--- src/rtl/hazard_pkg.sv ---
// Shared types and constants for the pipeline hazard controller.
package hazard_pkg;

  typedef enum logic [1:0] {
    RUN        = 2'd0,
    LOAD_STALL = 2'd1,
    FLUSH      = 2'd2,
    MEM_WAIT   = 2'd3
  } hz_state_t;

  localparam int REG_AW_DEF = 4;   // default register-address width
  localparam int CNT_W      = 16;  // performance counter width

endpackage

--- src/rtl/hazard_sat_counter.sv ---
// Saturating up-counter used for the hazard performance counters.
module hazard_sat_counter #(
  parameter int WIDTH = 16
) (
  input  logic             clk,
  input  logic             rst,
  input  logic             inc,
  output logic [WIDTH-1:0] cnt
);

  logic [WIDTH-1:0] cnt_reg;

  // Count qualifying cycles, holding at all-ones instead of wrapping.
  always_ff @(posedge clk or negedge rst) begin
    if (!rst) begin
      cnt_reg <= '0;
    end else if (inc && (cnt_reg != {WIDTH{1'b1}})) begin
      cnt_reg <= cnt_reg + WIDTH'(1);
    end
  end

  assign cnt = cnt_reg;

endmodule

--- src/rtl/pipeline_hazard_ctrl.sv ---
// Hazard sequencer for the 5-stage pipeline: controls PC / IF-ID advance,
// hold and flush, and ID/EX bubble injection for load-use hazards, taken
// branches and data-memory wait states.
// Optional macro HAZARD_PERF_EN builds the stall / flush performance counters;
// without it both counter outputs read 0.
// rst is asynchronous and active-low.
module pipeline_hazard_ctrl
  import hazard_pkg::*;
#(
  parameter int REG_AW       = REG_AW_DEF,
  parameter int FLUSH_CYCLES = 2,
  parameter int MEM_TIMEOUT  = 15
) (
  input  logic              clk,
  input  logic              rst,
  input  logic [REG_AW-1:0] id_rs1,
  input  logic [REG_AW-1:0] id_rs2,
  input  logic              id_use_rs1,
  input  logic              id_use_rs2,
  input  logic              ex_mem_read,
  input  logic [REG_AW-1:0] ex_rd,
  input  logic              branch_taken,
  input  logic              mem_busy,
  output logic              pc_we,
  output logic              if_id_we,
  output logic              if_id_flush,
  output logic              id_ex_bubble,
  output logic              mem_timeout,
  output logic [1:0]        state_o,
  output logic [CNT_W-1:0]  stall_cnt,
  output logic [CNT_W-1:0]  flush_cnt
);

  // fl_cnt holds the FLUSH-state cycles still owed, counting the current one.
  // The branch cycle itself is the first flush cycle, so FLUSH lasts
  // FLUSH_CYCLES-1 cycles and the total flush window is FLUSH_CYCLES.
  localparam int FL_W = (FLUSH_CYCLES > 1) ? $clog2(FLUSH_CYCLES) : 1;
  localparam int BW   = $clog2(MEM_TIMEOUT + 1);
  localparam logic [FL_W-1:0] FL_LOAD  = FL_W'(FLUSH_CYCLES - 1);
  localparam logic [BW-1:0]   BUSY_MAX = BW'(MEM_TIMEOUT);

  hz_state_t        state_reg, state_next;
  logic [FL_W-1:0]  fl_cnt_reg, fl_cnt_next;
  logic [BW-1:0]    busy_cnt_reg, busy_cnt_next;
  logic             pend_reg, pend_next;
  logic             timeout_reg, timeout_next;

  logic             pc_we_comb, if_id_we_comb, flush_comb, bubble_comb;
  logic             load_use, branch_go;

  assign load_use = ex_mem_read &
                    ((id_use_rs1 & (id_rs1 == ex_rd)) |
                     (id_use_rs2 & (id_rs2 == ex_rd)));

  // Next-state and output decode; priority is mem_busy > branch > load-use.
  always_comb begin
    state_next    = state_reg;
    fl_cnt_next   = fl_cnt_reg;
    busy_cnt_next = busy_cnt_reg;
    pend_next     = pend_reg;
    pc_we_comb    = 1'b1;
    if_id_we_comb = 1'b1;
    flush_comb    = 1'b0;
    bubble_comb   = 1'b0;
    branch_go     = 1'b0;

    unique case (state_reg)
      RUN, LOAD_STALL: begin
        if (mem_busy) begin
          pc_we_comb    = 1'b0;
          if_id_we_comb = 1'b0;
          pend_next     = pend_reg | branch_taken;
          busy_cnt_next = BW'(1);
          state_next    = MEM_WAIT;
        end else if (branch_taken) begin
          branch_go = 1'b1;
        end else if (load_use && (state_reg == RUN)) begin
          // The stall lasts one cycle; in LOAD_STALL the load has moved on.
          pc_we_comb    = 1'b0;
          if_id_we_comb = 1'b0;
          bubble_comb   = 1'b1;
          state_next    = LOAD_STALL;
        end else begin
          state_next = RUN;
        end
      end

      FLUSH: begin
        if (mem_busy) begin
          // Flush is interrupted; replay a full flush once memory frees up.
          pc_we_comb    = 1'b0;
          if_id_we_comb = 1'b0;
          pend_next     = 1'b1;
          busy_cnt_next = BW'(1);
          fl_cnt_next   = '0;
          state_next    = MEM_WAIT;
        end else begin
          flush_comb = 1'b1;
          if (branch_taken) begin
            fl_cnt_next = FL_LOAD;
          end else if (fl_cnt_reg <= FL_W'(1)) begin
            fl_cnt_next = '0;
            state_next  = RUN;
          end else begin
            fl_cnt_next = fl_cnt_reg - FL_W'(1);
          end
        end
      end

      MEM_WAIT: begin
        if (mem_busy) begin
          pc_we_comb    = 1'b0;
          if_id_we_comb = 1'b0;
          pend_next     = pend_reg | branch_taken;
          busy_cnt_next = (busy_cnt_reg == BUSY_MAX) ? BUSY_MAX
                                                     : busy_cnt_reg + BW'(1);
        end else begin
          busy_cnt_next = '0;
          pend_next     = 1'b0;
          if (pend_reg || branch_taken) begin
            branch_go = 1'b1;
          end else begin
            state_next = RUN;
          end
        end
      end
    endcase

    // Shared taken-branch action: flush IF/ID, bubble ID/EX, start the window.
    if (branch_go) begin
      pc_we_comb  = 1'b1;
      flush_comb  = 1'b1;
      bubble_comb = 1'b1;
      if (FLUSH_CYCLES > 1) begin
        fl_cnt_next = FL_LOAD;
        state_next  = FLUSH;
      end else begin
        state_next = RUN;
      end
    end
  end

  // Sticky timeout flag, raised on the cycle the busy run reaches the limit.
  always_comb begin
    timeout_next = timeout_reg;
    if (mem_busy && (busy_cnt_next == BUSY_MAX)) begin
      timeout_next = 1'b1;
    end
  end

  // State, flush/busy counters and pending-branch register.
  always_ff @(posedge clk or negedge rst) begin
    if (!rst) begin
      state_reg    <= RUN;
      fl_cnt_reg   <= '0;
      busy_cnt_reg <= '0;
      pend_reg     <= 1'b0;
      timeout_reg  <= 1'b0;
    end else begin
      state_reg    <= state_next;
      fl_cnt_reg   <= fl_cnt_next;
      busy_cnt_reg <= busy_cnt_next;
      pend_reg     <= pend_next;
      timeout_reg  <= timeout_next;
    end
  end

  // Pipeline controls are forced idle while reset is asserted.
  assign pc_we        = rst & pc_we_comb;
  assign if_id_we     = rst & if_id_we_comb;
  assign if_id_flush  = rst & flush_comb;
  assign id_ex_bubble = rst & bubble_comb;
  assign mem_timeout  = timeout_reg;
  assign state_o      = state_reg;

`ifdef HAZARD_PERF_EN
  logic stall_inc, flush_inc;

  assign stall_inc = (state_next == LOAD_STALL) | (state_reg == MEM_WAIT);
  assign flush_inc = if_id_flush;

  hazard_sat_counter #(.WIDTH(CNT_W)) u_stall_cnt (
    .clk (clk),
    .rst (rst),
    .inc (stall_inc),
    .cnt (stall_cnt)
  );

  hazard_sat_counter #(.WIDTH(CNT_W)) u_flush_cnt (
    .clk (clk),
    .rst (rst),
    .inc (flush_inc),
    .cnt (flush_cnt)
  );
`else
  assign stall_cnt = '0;
  assign flush_cnt = '0;
`endif

endmodule

--- config.mk ---
export PLATFORM = sky130hd
export DESIGN_NAME = pipeline_hazard_ctrl
export DESIGN_NICKNAME = d
export VERILOG_FILES = /design/src/rtl/hazard_pkg.sv /design/src/rtl/hazard_sat_counter.sv /design/src/rtl/pipeline_hazard_ctrl.sv
export SDC_FILE = /design/constraint.sdc
export NUM_CORES = 1
export LEC_CHECK = 0
export ABC_AREA = 1
export BUFFER_PORTS_ARGS = -buffer_cell sky130_fd_sc_hd__buf_2
export CORE_ASPECT_RATIO = 1.25
export CORE_MARGIN = 10
export CORE_UTILIZATION = 43
export CTS_BUF_LIST = sky130_fd_sc_hd__clkbuf_4
export DETAILED_ROUTE_END_ITERATION = 10
export GPL_TIMING_DRIVEN = 0
export HOLD_SLACK_MARGIN = 0.08
export PLACE_DENSITY = 0.89
export SETUP_SLACK_MARGIN = 0.1
export SLEW_MARGIN = 30
export SYNTH_ARGS = -nofsm -noshare
export SYNTH_HDL_FRONTEND = slang
export SYNTH_SLANG_ARGS = --single-unit
--- constraint.sdc ---
create_clock -name clk -period 1.6 [get_ports clk]
set_input_delay 0.4 -clock clk [delete_from_list [all_inputs] [get_ports clk]]
set_output_delay 0.4 -clock clk [all_outputs]
set_load 0.005 [all_outputs]
; ---- Word level (Yosys, flattened, before mapping)
; Cells that the tools add are included.
; W data, S select, Z words.
[totals]
ff_bits = 9
in_bits = 19
output_inout_bits = 39
word_cells = 82
[classes]
add_sub_neg = 2
n_lt_le_gt_ge = 1
n_eq_ne = 14
mux = 41
bitwise = 9
reduce_logical = 10
[op_table]
columns = operator, count
row1 = $mux W1, 25
row2 = $mux W2, 8
row3 = $mux W4, 3
row4 = $ne A4 B4 Y1 const B, 3
row5 = $eq A4 B4 Y1, 2
row6 = $eq A4 B4 Y1 const B, 2
row7 = $pmux W4 S2, 1
row8 = $and A1 B1 Y1, 7
row9 = $ne A3 B3 Y1 const B, 2
row10 = $pmux W2 S3, 1
row11 = $reduce_and A5 Y1, 1
row12 = $add A4 B1 Y4 const B, 1
row13 = $eq A2 B2 Y1 const B, 2
row14 = $ne A2 B2 Y1 const B, 2
row15 = $pmux W1 S2, 2
row16 = $reduce_or A2 Y1, 2
row17 = $pmux W1 S3, 1
row18 = $reduce_or A3 Y1, 1
row19 = $eq A2 B1 Y1 const B, 1
row20 = $logic_and A1 B1 Y1, 2
row21 = $logic_not A2 Y1, 1
row22 = $or A1 B1 Y1, 2
row23 = $reduce_and A2 Y1, 1
row24 = $reduce_bool A2 Y1, 1
row25 = other kinds (3), 3

; ---- Depth between registers and ports, before layout
[logic_depth]
word_depth = 11
mapped_depth = 9
depth_no_buf = 9

; ---- Worst setup path after synthesis
; Ideal clock, no wire load.
[synth_path]
path_type = flip-flop to output port
startpoint = register state_reg[0], in the netlist state_o[0]
endpoint = output id_ex_bubble
arrival_time_ps = 970
required_time_ps = 1200
path_slack_ps = 230
path_stages_with_launch = 8
n_path_buf = 0
cell_sequence = dfrtp_1 > nand2_2 > inv_4 > nand2_2 > inv_2 > o21ai_1 > a21o_1 > nand2_1
[synth_via]
elab_chain_cells = 8
elab_cells_between_ends = 12
cone_classes = eq/ne: 2 / mux: 6 / bitwise: 1 / reduce/logical: 3
[synth_lines]
columns = element, line_no
row1 = "start, declared", pipeline_hazard_ctrl.sv:42  ; hz_state_t state_reg, state_next;
row2 = "start signal, assigned", pipeline_hazard_ctrl.sv:160  ; state_reg <= state_next;
row3 = $logic_not A2 Y1, "pipeline_hazard_ctrl.sv:67, pipeline_hazard_ctrl.sv:77"
row4 = $logic_and A1 B1 Y1, pipeline_hazard_ctrl.sv:77  ; end else if (load_use && (state_reg == RUN)) begin
row5 = $mux W1, pipeline_hazard_ctrl.sv:77
row6 = $mux W1, pipeline_hazard_ctrl.sv:75  ; end else if (branch_taken) begin
row7 = $mux W1, pipeline_hazard_ctrl.sv:69  ; if (mem_busy) begin
row8 = $mux W1, pipeline_hazard_ctrl.sv:67  ; unique case (state_reg)
row9 = $mux W1 *, pipeline_hazard_ctrl.sv:130  ; if (branch_go) begin
row10 = $and A1 B1 Y1 *, pipeline_hazard_ctrl.sv:172  ; assign id_ex_bubble = rst & bubble_comb;
row11 = "end, declared", pipeline_hazard_ctrl.sv:27  ; output logic id_ex_bubble,
; Mark *: on every way between the ends. The rest lies on a longest branch, timed or not.

; ---- Final worst setup path
[layout_path]
startpoint = register state_reg[0], in the netlist state_o[0]
endpoint = output if_id_flush
[layout_via]
elab_chain_cells = 5
elab_cells_between_ends = 9
cone_classes = eq/ne: 3 / mux: 3 / bitwise: 1 / reduce/logical: 2
[layout_lines]
columns = element, line_no
row1 = $eq A2 B1 Y1 / $logic_not A2 Y1 (equally long branches), pipeline_hazard_ctrl.sv:67
row2 = $reduce_or A2 Y1, pipeline_hazard_ctrl.sv:67
row3 = $pmux W1 S2, pipeline_hazard_ctrl.sv:67
row4 = $mux W1 *, pipeline_hazard_ctrl.sv:130
row5 = $and A1 B1 Y1 *, pipeline_hazard_ctrl.sv:171  ; assign if_id_flush = rst & flush_comb;
row6 = "end, declared", pipeline_hazard_ctrl.sv:26  ; output logic if_id_flush,
; Marked as above.

==> impl_metrics.tcl <==
set metrics [dict create \
    viasPerCell 3.94 \
    post-place-cells 208 \
    p_per_area_nw_per_um2 530 \
    num_rows 18 \
    largest_register_ffs 4 \
    finalClockSkew_ps 3.85 \
    htree_levels 1 \
    crit_fanout 4 \
    gp_congestion 0.766 \
    clock-sinks 8 \
    finalCriticalPeriod_ps 1740 \
    synthesis.area_sq_um 870 \
    leakagePower_nw 0.797 \
    worstPathCellList "nand2_2, inv_4, nand2_4, inv_2, o21ai_2, a21o_1, nand2_1, buf_2" \
    die_h_um 70.3 \
    fill_cells 171 \
    cp-start-kind "register" \
    first_global_vias 845 \
    slowest_stage "dfrtp_1" \
    setup_viol 4 \
    crit_arrival_ps 1340 \
    ys_ff_latch 8 \
    seqPwrFrac_pct 37.2 \
    n_antenna_cell 0 \
    wl_um 2220 \
    vias 855 \
    ff2ff_setup_slack_ps 240 \
    wl_met1_um 762 \
    synth_area_leader_cell "buf_4" \
    start_util_pct 44.4 \
    grt_pass1_wl_um 3420 \
    vdd_drop_max_v 0.000363 \
    synth-warning-count 0 \
    stdcell_count 217 \
    antenna_found_initial 0 \
    sw_frac_of_total_pct 33.5 \
    post-dp-hpwl_um 1870 \
    grt_usage_pct 10.3 \
    setup_ws_ps -143 \
    final_cell_mix "38 x buf_4, 32 x conb_1, 26 x nand2_1" \
    cts.reportedPaths.clkPinSlew_ps 50 \
    status "finished, violations left" \
    ios 58 \
    overflow 0 \
    antenna_left 0 \
    final_common_cell "buf_4" \
    numCtsBuffers 3 \
    synth_area_leaders "buf_4 28%, dfrtp_1 23%, nand2_1 11%, inv_1 7.8%, nor2_1 5.6%" \
    internal_power_mw 0.429 \
    rsz0062_at_grt "true" \
    worstHoldPathType "input port to async pin" \
    hold_violations 8 \
    drt_drc_violations_left 0 \
    layout-drive-gt1-share_pct 38.1 \
    switching_power_mw 0.216 \
    clkPwrFrac_pct 24.9 \
    nNetsFinal 219 \
    cp.required_ps 1200 \
    avgSynthCellArea_sq_um 6.59 \
    drv_slew 0 \
    cts_tree "built" \
    comb_power_share_pct 37.9 \
    worstSetupEndpointType "output pin" \
    root_buffer "clkbuf_4" \
    core_area_sq_um 1960 \
    syn_to_final_growth_pct 40.0 \
    drt_pass1_iterations 4 \
    dieWidth_um 60.2 \
    wire_per_inst_um 10.2 \
    grt_max_degree 10 \
    synth_cells 132 \
    hold_ws_ps -20.4 \
    clock_latency_ps 260 \
    yosysUniqueCellTypes 23 \
    timing.fmax_ghz 0.574 \
    violations "negative hold slack, negative setup slack" \
    seq_area_frac_synth_pct 23.0 \
    synth_top_area_share_pct 27.6 \
    dr_wl_met2_um 1150 \
    cap_violations 0 \
    max_stage_delay_ps 410 \
    final.period_utilization_pct 109 \
    die_area_sq_um 4230 \
    io_buffers 25 \
    met3_length_um 257 \
    cts.path.max_buffers 2 \
    top_layer_used "met4" \
    drtIter0Drc 20 \
    crit_type "register to output pin" \
]
[cell usage after synthesis]
cell type / instances
buf_4: 32
nand2_1: 26
inv_1: 18
nor2_1: 13
nand3_1: 9
dfrtp_1: 8
o21ai_0: 4
inv_2: 2
nand2_2: 2
nand4_1: 2
nor3_1: 2
nor3_2: 2
xnor2_1: 2
a21o_1: 1
a21oi_1: 1
and3_1: 1
conb_1: 1
ha_1: 1
inv_4: 1
nor3b_1: 1
o211ai_1: 1
o21ai_1: 1
xor2_1: 1
[worst max-delay path, delay by kind of cell (launching register included)]
kind / cells / cell delay [ps]
compound gates: 2 / 230
buf+inv: 3 / 240
flops: 1 / 410
simple gates: 3 / 210
[stage by stage]
| stage | power [mW] | TNS [ps] | setup WS, ps | area, sq um | utilization, % |
|---|---|---|---|---|---|
| finish | 0.645 | -455 | -143 | 1220 | 62.1 |
| floorplan | 0.404 | 0 | 230 | 986 | - |
| CTS | 0.636 | -451 | -132 | 1190 | 60.9 |
| detailed placement | 0.467 | -128 | -64.4 | 1140 | 58.0 |
| global placement | 0.459 | -80.5 | -40.3 | 1140 | 58.0 |
| global route | 0.696 | -795 | -237 | 1220 | 62.1 |
[power groups by stage]
stage | clock network (mW) | registers [mW] | logic, mW
2_1_floorplan | 0 | 0.238 | 0.166
3_3_place_gp | 0 | 0.240 | 0.218
3_5_place_dp | 0 | 0.242 | 0.225
4_1_cts | 0.164 | 0.239 | 0.233
5_1_grt | 0.175 | 0.243 | 0.278
6_report | 0.160 | 0.240 | 0.244
[final cells by class]
type | instances | area (sq um) | area share, %
Tap cell | 20 | 25.0 | 2.06
Sequential cell | 8 | 200 | 16.4
Timing Repair Buffer | 31 | 170 | 14.0
Inverter | 21 | 81.3 | 6.68
Clock buffer | 3 | 22.5 | 1.85
Buffer | 32 | 240 | 19.7
Multi-Input combinational cell | 102 | 478 | 39.3
[cell families (layout without fill, tap and decap cells)]
family          Yosys count  count (layout)  synth area share [%]
xor+xnor                  3               3                  3.02
other cells               1              32                 0.431
buf+inv                  53              87                  37.0
compound gates            8               8                  5.18
simple gates             58              58                  29.9
fa+ha+maj                 1               1                  1.44
flops                     8               8                  23.0
[metal layers]
layer,global-route usage (%),vias up
met5,0,-
met2,17.7,33
met1,9.05,344
met4,7.25,0
li1,-,473
met3,4.16,5
[worst paths after layout]
path | from | to | depth (start not counted)
max | state_o[0] | if_id_flush | 8
min | rst | state_o[1] | 1
max reg2reg | state_o[0] | mem_timeout | 9
min reg2reg | mem_timeout | mem_timeout | 2
max in group asynchronous | rst | mem_timeout | 1
min in group clk | branch_taken | state_o[1] | 3
[what timing repair did]
item                                    in CTS  in global routing
buffers inserted                             4                  2
endpoints found under the setup margin       4                  4
resized for setup                            1                  2
pin swaps                                    3                  4
hold endpoints to repair                     8                  8
No activity file was read; power rests on OpenSTA's default activity.
